<file path="config.mk">
export PLATFORM = sky130hd
export DESIGN_NAME = sos_cascade_tdm
export DESIGN_NICKNAME = d
export VERILOG_FILES = /design/src/rtl/sos_cascade_tdm_pkg.sv /design/src/rtl/sos_cascade_tdm_mac_q.sv /design/src/rtl/sos_cascade_tdm.sv
export SDC_FILE = /design/constraint.sdc
export NUM_CORES = 2
export LEC_CHECK = 0
export ABC_AREA = 1
export CORE_MARGIN = 10
export CORE_UTILIZATION = 45
export CTS_BUF_LIST = sky130_fd_sc_hd__clkbuf_2
export CTS_CLUSTER_DIAMETER = 50
export DETAILED_ROUTE_END_ITERATION = 8
export PLACE_DENSITY = 0.65
export SLEW_MARGIN = 30
export SYNTH_ARGS = -nofsm -noshare
export SYNTH_HDL_FRONTEND = slang
export SYNTH_SLANG_ARGS = --single-unit
</file>
<file path="constraint.sdc">
create_clock -name CLK -period 13.11 [get_ports CLK]
set_clock_uncertainty 0.15 [all_clocks]
set_input_delay 1.9665 -clock CLK [delete_from_list [all_inputs] [get_ports CLK]]
set_output_delay 1.9665 -clock CLK [all_outputs]
set_load 0.05 [all_outputs]
</file>
<file path="src/rtl/sos_cascade_tdm_pkg.sv">
// Shared FSM state, tap indices and fixed-point helpers for the TDM biquad cascade.
// Rounding mode of the quantiser is chosen with SOS_ROUND_EN (see sos_mac_q).
package sos_pkg;

   typedef enum logic [1:0] {
      IDLE = 2'd0,
      MAC  = 2'd1,
      OUT  = 2'd2
   } state_t;

   localparam logic [2:0] TAP_B0 = 3'd0;
   localparam logic [2:0] TAP_B1 = 3'd1;
   localparam logic [2:0] TAP_B2 = 3'd2;
   localparam logic [2:0] TAP_A1 = 3'd3;
   localparam logic [2:0] TAP_A2 = 3'd4;
   localparam int         NTAP   = 5;

   function automatic int acc_width(input int wi, input int wf, input int guard);
      return 2 * (wi + wf) + guard;
   endfunction

   // Product-domain sum scaled back to Q(wi.wf), before any clamping.
   function automatic logic signed [63:0] quant_raw(input logic signed [63:0] acc,
                                                    input int wf, input logic rnd);
      logic signed [63:0] r_s;
      r_s = acc + (rnd ? (64'sd1 <<< (wf - 1)) : 64'sd0);
      return r_s >>> wf;
   endfunction

   function automatic logic quant_ovf(input logic signed [63:0] acc, input int wi,
                                      input int wf, input logic rnd);
      logic signed [63:0] r_s;
      logic signed [63:0] max_s;
      logic signed [63:0] min_s;
      r_s   = quant_raw(acc, wf, rnd);
      max_s = (64'sd1 <<< (wi + wf - 1)) - 64'sd1;
      min_s = -(64'sd1 <<< (wi + wf - 1));
      return (r_s > max_s) || (r_s < min_s);
   endfunction

   function automatic logic signed [63:0] sat_quant(input logic signed [63:0] acc, input int wi,
                                                    input int wf, input logic rnd);
      logic signed [63:0] r_s;
      logic signed [63:0] max_s;
      logic signed [63:0] min_s;
      r_s   = quant_raw(acc, wf, rnd);
      max_s = (64'sd1 <<< (wi + wf - 1)) - 64'sd1;
      min_s = -(64'sd1 <<< (wi + wf - 1));
      if (r_s > max_s) begin
         return max_s;
      end else if (r_s < min_s) begin
         return min_s;
      end else begin
         return r_s;
      end
   endfunction

endpackage

</file>
<file path="src/rtl/sos_cascade_tdm_mac_q.sv">
// Shared multiply-accumulate with quantise/saturate of the running sum.
// SOS_ROUND_EN defined: round-half-up; undefined: truncate (floor).
module sos_mac_q
   import sos_pkg::*;
#(
   parameter int WI    = 5,
   parameter int WF    = 11,
   parameter int GUARD = 3
) (
   input  logic             CLK,
   input  logic             Reset,
   input  logic             CE,
   input  logic             en,
   input  logic             clr,
   input  logic             sub,
   input  logic             last,
   input  logic [WI+WF-1:0] coef,
   input  logic [WI+WF-1:0] operand,
   output logic [WI+WF-1:0] y_q,
   output logic             ovf
);

   localparam int W    = WI + WF;
   localparam int ACCW = acc_width(WI, WF, GUARD);
`ifdef SOS_ROUND_EN
   localparam logic RND = 1'b1;
`else
   localparam logic RND = 1'b0;
`endif

   logic signed [ACCW-1:0] acc_r;
   logic signed [ACCW-1:0] base_s;
   logic signed [ACCW-1:0] prod_ext_s;
   logic signed [ACCW-1:0] acc_sum_s;
   logic signed [2*W-1:0]  prod_s;

   // Product of this tap folded into the running sum, quantised on every cycle.
   always_comb begin
      prod_s     = (2*W)'(signed'(coef)) * (2*W)'(signed'(operand));
      prod_ext_s = ACCW'(prod_s);
      base_s     = clr ? {ACCW{1'b0}} : acc_r;
      acc_sum_s  = sub ? (base_s - prod_ext_s) : (base_s + prod_ext_s);
      y_q        = W'(sat_quant(64'(acc_sum_s), WI, WF, RND));
      ovf        = last & quant_ovf(64'(acc_sum_s), WI, WF, RND);
   end

   // Accumulator register advances only while the FSM is issuing taps.
   always_ff @(posedge CLK) begin
      if (Reset) begin
         acc_r <= {ACCW{1'b0}};
      end else if (CE && en) begin
         acc_r <= acc_sum_s;
      end
   end

endmodule

</file>
<file path="src/rtl/sos_cascade_tdm.sv">
// Cascade of NSEC direct-form-I biquads on one time-shared MAC, with coefficient RAM.
// Quantiser rounding is selected by SOS_ROUND_EN inside sos_mac_q.
module sos_cascade_tdm
   import sos_pkg::*;
#(
   parameter int NSEC  = 2,
   parameter int WI    = 5,
   parameter int WF    = 11,
   parameter int GUARD = 3
) (
   input  logic                       CLK,
   input  logic                       Reset,
   input  logic                       CE,
   input  logic [WI+WF-1:0]           din,
   input  logic                       din_valid,
   output logic                       din_ready,
   output logic [WI+WF-1:0]           dout,
   output logic                       dout_valid,
   input  logic                       dout_ready,
   input  logic                       coef_we,
   input  logic [$clog2(5*NSEC)-1:0]  coef_addr,
   input  logic [WI+WF-1:0]           coef_data,
   output logic                       busy,
   output logic [NSEC-1:0]            ovf,
   input  logic                       ovf_clr
);

   localparam int W     = WI + WF;
   localparam int NCOEF = NTAP * NSEC;
   localparam int AW    = $clog2(NCOEF);
   localparam int SW    = (NSEC > 1) ? $clog2(NSEC) : 1;
   localparam logic [W-1:0] COEF_ONE = W'(64'd1 << WF);

   state_t          state_r;
   logic [SW-1:0]   sec_r;
   logic [2:0]      tap_r;
   logic [W-1:0]    xin_r;
   logic [W-1:0]    dout_r;
   logic            dout_valid_r;
   logic            din_ready_r;
   logic            busy_r;
   logic [NSEC-1:0] ovf_r;
   logic [W-1:0]    coef_mem_r [NCOEF];
   logic [W-1:0]    x1_r [NSEC];
   logic [W-1:0]    x2_r [NSEC];
   logic [W-1:0]    y1_r [NSEC];
   logic [W-1:0]    y2_r [NSEC];

   logic [AW-1:0]   cidx_s;
   logic [W-1:0]    coef_s;
   logic [W-1:0]    opnd_s;
   logic            mac_en_s;
   logic            clr_s;
   logic            sub_s;
   logic            last_s;
   logic            last_sec_s;
   logic [W-1:0]    y_q_s;
   logic            mac_ovf_s;

   // Coefficient and history operand for the tap currently on the MAC.
   always_comb begin
      cidx_s = AW'(int'(sec_r) * NTAP + int'(tap_r));
      coef_s = coef_mem_r[cidx_s];
      case (tap_r)
         TAP_B0:  opnd_s = xin_r;
         TAP_B1:  opnd_s = x1_r[sec_r];
         TAP_B2:  opnd_s = x2_r[sec_r];
         TAP_A1:  opnd_s = y1_r[sec_r];
         TAP_A2:  opnd_s = y2_r[sec_r];
         default: opnd_s = {W{1'b0}};
      endcase
      mac_en_s   = (state_r == MAC);
      clr_s      = (tap_r == TAP_B0);
      sub_s      = (tap_r == TAP_A1) || (tap_r == TAP_A2);
      last_s     = (tap_r == TAP_A2);
      last_sec_s = (sec_r == SW'(NSEC - 1));
   end

   sos_mac_q #(.WI(WI), .WF(WF), .GUARD(GUARD)) u_mac (
      .CLK     (CLK),
      .Reset   (Reset),
      .CE      (CE),
      .en      (mac_en_s),
      .clr     (clr_s),
      .sub     (sub_s),
      .last    (last_s),
      .coef    (coef_s),
      .operand (opnd_s),
      .y_q     (y_q_s),
      .ovf     (mac_ovf_s)
   );

   // Sequencer, coefficient RAM, per-section history and sticky overflow flags.
   always_ff @(posedge CLK) begin
      if (Reset) begin
         state_r      <= IDLE;
         sec_r        <= {SW{1'b0}};
         tap_r        <= TAP_B0;
         xin_r        <= {W{1'b0}};
         dout_r       <= {W{1'b0}};
         dout_valid_r <= 1'b0;
         din_ready_r  <= 1'b1;
         busy_r       <= 1'b0;
         ovf_r        <= {NSEC{1'b0}};
         for (int i = 0; i < NCOEF; i++) begin
            coef_mem_r[i] <= ((i % NTAP) == 0) ? COEF_ONE : {W{1'b0}};
         end
         for (int k = 0; k < NSEC; k++) begin
            x1_r[k] <= {W{1'b0}};
            x2_r[k] <= {W{1'b0}};
            y1_r[k] <= {W{1'b0}};
            y2_r[k] <= {W{1'b0}};
         end
      end else if (CE) begin
         // A clear is overridden bit-wise by a same-cycle overflow set below.
         if (ovf_clr) begin
            ovf_r <= {NSEC{1'b0}};
         end
         case (state_r)
            IDLE: begin
               if (coef_we && (int'(coef_addr) < NCOEF)) begin
                  coef_mem_r[coef_addr] <= coef_data;
               end
               if (din_valid) begin
                  state_r     <= MAC;
                  sec_r       <= {SW{1'b0}};
                  tap_r       <= TAP_B0;
                  xin_r       <= din;
                  din_ready_r <= 1'b0;
                  busy_r      <= 1'b1;
               end
            end
            MAC: begin
               if (last_s) begin
                  x2_r[sec_r] <= x1_r[sec_r];
                  x1_r[sec_r] <= xin_r;
                  y2_r[sec_r] <= y1_r[sec_r];
                  y1_r[sec_r] <= y_q_s;
                  xin_r       <= y_q_s;
                  tap_r       <= TAP_B0;
                  if (mac_ovf_s) begin
                     ovf_r[sec_r] <= 1'b1;
                  end
                  if (last_sec_s) begin
                     state_r      <= OUT;
                     dout_r       <= y_q_s;
                     dout_valid_r <= 1'b1;
                  end else begin
                     sec_r <= sec_r + SW'(1);
                  end
               end else begin
                  tap_r <= tap_r + 3'd1;
               end
            end
            OUT: begin
               if (dout_ready) begin
                  state_r      <= IDLE;
                  dout_valid_r <= 1'b0;
                  din_ready_r  <= 1'b1;
                  busy_r       <= 1'b0;
               end
            end
            default: begin
               state_r      <= IDLE;
               dout_valid_r <= 1'b0;
               din_ready_r  <= 1'b1;
               busy_r       <= 1'b0;
            end
         endcase
      end
   end

   assign din_ready  = din_ready_r;
   assign dout       = dout_r;
   assign dout_valid = dout_valid_r;
   assign busy       = busy_r;
   assign ovf        = ovf_r;

endmodule
</file>
==> reports/metrics.yaml <==
status: "finished clean"
rsz0062_at_grt: "no"
start_util_pct: 45.41
die_area_sq_um: 86480
regToRegSetupSlack_ns: 0.92
antenna_left: 0
cts_tree: "built"
fin_ws_ns: 0.9201
tightest_slew_ns: 0.9354
hold_viol: 0
io_buffers: 63
cts_root_buf: "clkbuf_2"
drive_gt1_share_pct: 8.510
place_ws_ns: 1.080
ir_drop_uv: 169.4
path_clk_slew_ns: 0.11
synth-seq-area-share_pct: 38.79
p_per_area_nw_per_um2: 251.3
vias_per_cell: 5.269
ys_async_sr_fraction_pct: 0
final_area_sq_um: 37060
clk_path_buf_depth: 3
gp_congestion: 0.9584
cts_setup_buffers: 0
yosysWarnings: 0
synth_edf_count: 384
crit_buf_inv: 9
synth_top_area_cell: "edfxtp_1"
dr_total_vias: 27490
critPathKind: "reg2reg"
drt_iter0_drc: 2199
end_kind: "register"
relSlewSlack_pct: 37.49
power.total_w: 0.009313
grt_max_degree: 128
crit_required_ns: 13.81
rows: 100
synth-main-ff-cell: "edfxtp_1"
ys_types: 60
placed_cell_area_sq_um: 35940
post-route-period-util_pct: 92.98
setup_viol: 0
routed_wirelength_microns: 96370
fp.dieW_microns: 294.1
ys_top_cells_by_area: "edfxtp_1 (34%), fa_1 (16%), nand2_1 (9.0%)"
grt_pass1_wl_microns: 152000
postCtsHoldBufs: 0
power_leakage_nw: 17.25
antenna_found_initial: 7
synth_top_area_share_pct: 34.11
holdCritPathClass: "reg2reg"
setup_tns_ns: 0
final_nets: 4586
drt_first_pass_iters: 6
cts_num_sinks: 463
start_kind: "register"
numCtsBuffers: 118
grt_util_all_layers_pct: 22.39
ys_ff_latch: 463
synthCells: 3972
io-pin-count: 64
clock.fmax_ghz: 0.08203
hpwl_microns: 70490
core_area_sq_um: 74450
insertion_delay_ns: 1.25
grt_pass1_vias: 27640
finalMaxSlewViolations: 0
clock_tree.htree_level_count: 3
max_stage_delay_ns: 0.76
max-cap-violations: 0
overflow: 0
critPathTopFamily: "adder cells"
area_growth_pct: 9.646
netlist_area_sq_um: 33800
worstPathMaxFanout: 33
wl_per_cell_microns: 18.47
die_h_microns: 294.1
ctsResizeCount: 0
drc_errors: 0
period_needed_ns: 12.19
critPathSlowestCell: "fa_1"
num-fill-cells: 7236
critPathArrivalTime_ns: 12.89
worst_hold_slack_ns: 0.3214
avgSynthCellArea_sq_um: 8.510
==> through the flow <==
| step | util, % | cells |
|---|---|---|
| final | 49.79 | 5217 |
| after CTS | 49.77 | 5211 |
| after global placement | 48.28 | 5004 |
| after floorplan | - | 4067 |
| after detailed placement | 48.28 | 5004 |
| after global routing | 49.78 | 5216 |
==> power by group <==
part | switching [W] | total (W) | internal (W)
Sequential | 0.0000218 | 0.00167 | 0.00165
Clock | 0.000624 | 0.00104 | 0.000418
Combinational | 0.00454 | 0.00660 | 0.00206
==> per-layer routing <==
metal,up-vias,track usage (%),wire (microns)
met5,-,0,64
met4,8,7.906,2814
met3,203,5.422,8039
met2,954,36.50,45080
met1,13300,28.71,40370
li1,13020,-,-
==> kinds of logic (layout without fill, tap and decap cells) <==
group	Yosys count	count (layout)	synth area share (%)
mux	9	9	0.2665
xor+xnor	73	73	1.936
fa+ha+maj	388	388	20.22
simple gates	1745	1745	21.10
buf+inv	796	971	8.957
flops	463	463	38.79
other cells	1	102	0.01109
compound gates	497	497	8.717
==> cell usage after synthesis, drive strengths merged (7+ instances only) <==
master	instances
ha	124
fa	264
inv	641
a22oi	32
o21bai	14
nand4	25
buf	25
clkbuf	123
nor4	20
nor3	25
a21oi	262
xor2	56
o22ai	15
clkinv	7
nand2	830
edfxtp	384
a221o	29
xnor2	17
mux2i	9
and2	17
o21ai	108
dfxtp	79
nor2	674
a21o	8
nand3	145
==> area by class of cell <==
cell class              count  area, sq um  share of cell area [%]
diodes                      6        15.01                 0.04051
clock buffers             184        920.9                   2.485
clock inverters            23        183.9                  0.4962
inverters                 648         2435                   6.569
multi-input cells        2808        18130                   48.93
flip-flops and latches    463        13110                   35.38
well taps                 969         1212                   3.271
repair buffers            116         1049                   2.829
==> registers in the layout, indices dropped and copies added (netlist names), 3 cells and up, named ones only <==
name / count
x2_r: 32
y1_r: 32
y2_r: 32
x1_r: 32
coef_mem_r: 256
dout: 16
tap_r: 3
xin_r: 16
u_mac.acc_r: 35
==> worst register-to-register path: cells and delay by family (launching register included) <==
family | cells | cell delay [ns]
and+or+nand+nor | 24 | 4.35
xor gates and xnor gates | 2 | 0.35
adders and majority gates | 10 | 4.42
buffers and inverters | 9 | 1.60
DFF | 1 | 0.47
AOI/OAI and AO/OA | 2 | 0.54
==> final timing paths <==
path,from,depth (start not counted),end
max,last_sec_s,47,y1_r[0][13]
min,xin_r[15],2,xin_r[15]
max reg2reg,last_sec_s,47,y1_r[0][13]
min reg2reg,xin_r[15],2,xin_r[15]
==> cell usage in the layout (no fill, tap or decap), types with 87 or more instances in the layout <==
cell        n
inv_1     631
clkbuf_2  184
nand2_1   808
a21oi_1   259
o21ai_0    87
fa_1      264
nand3_1   138
conb_1     96
ha_1      123
nor2_1    661
edfxtp_1  384
(Power assumes the default switching activity.)
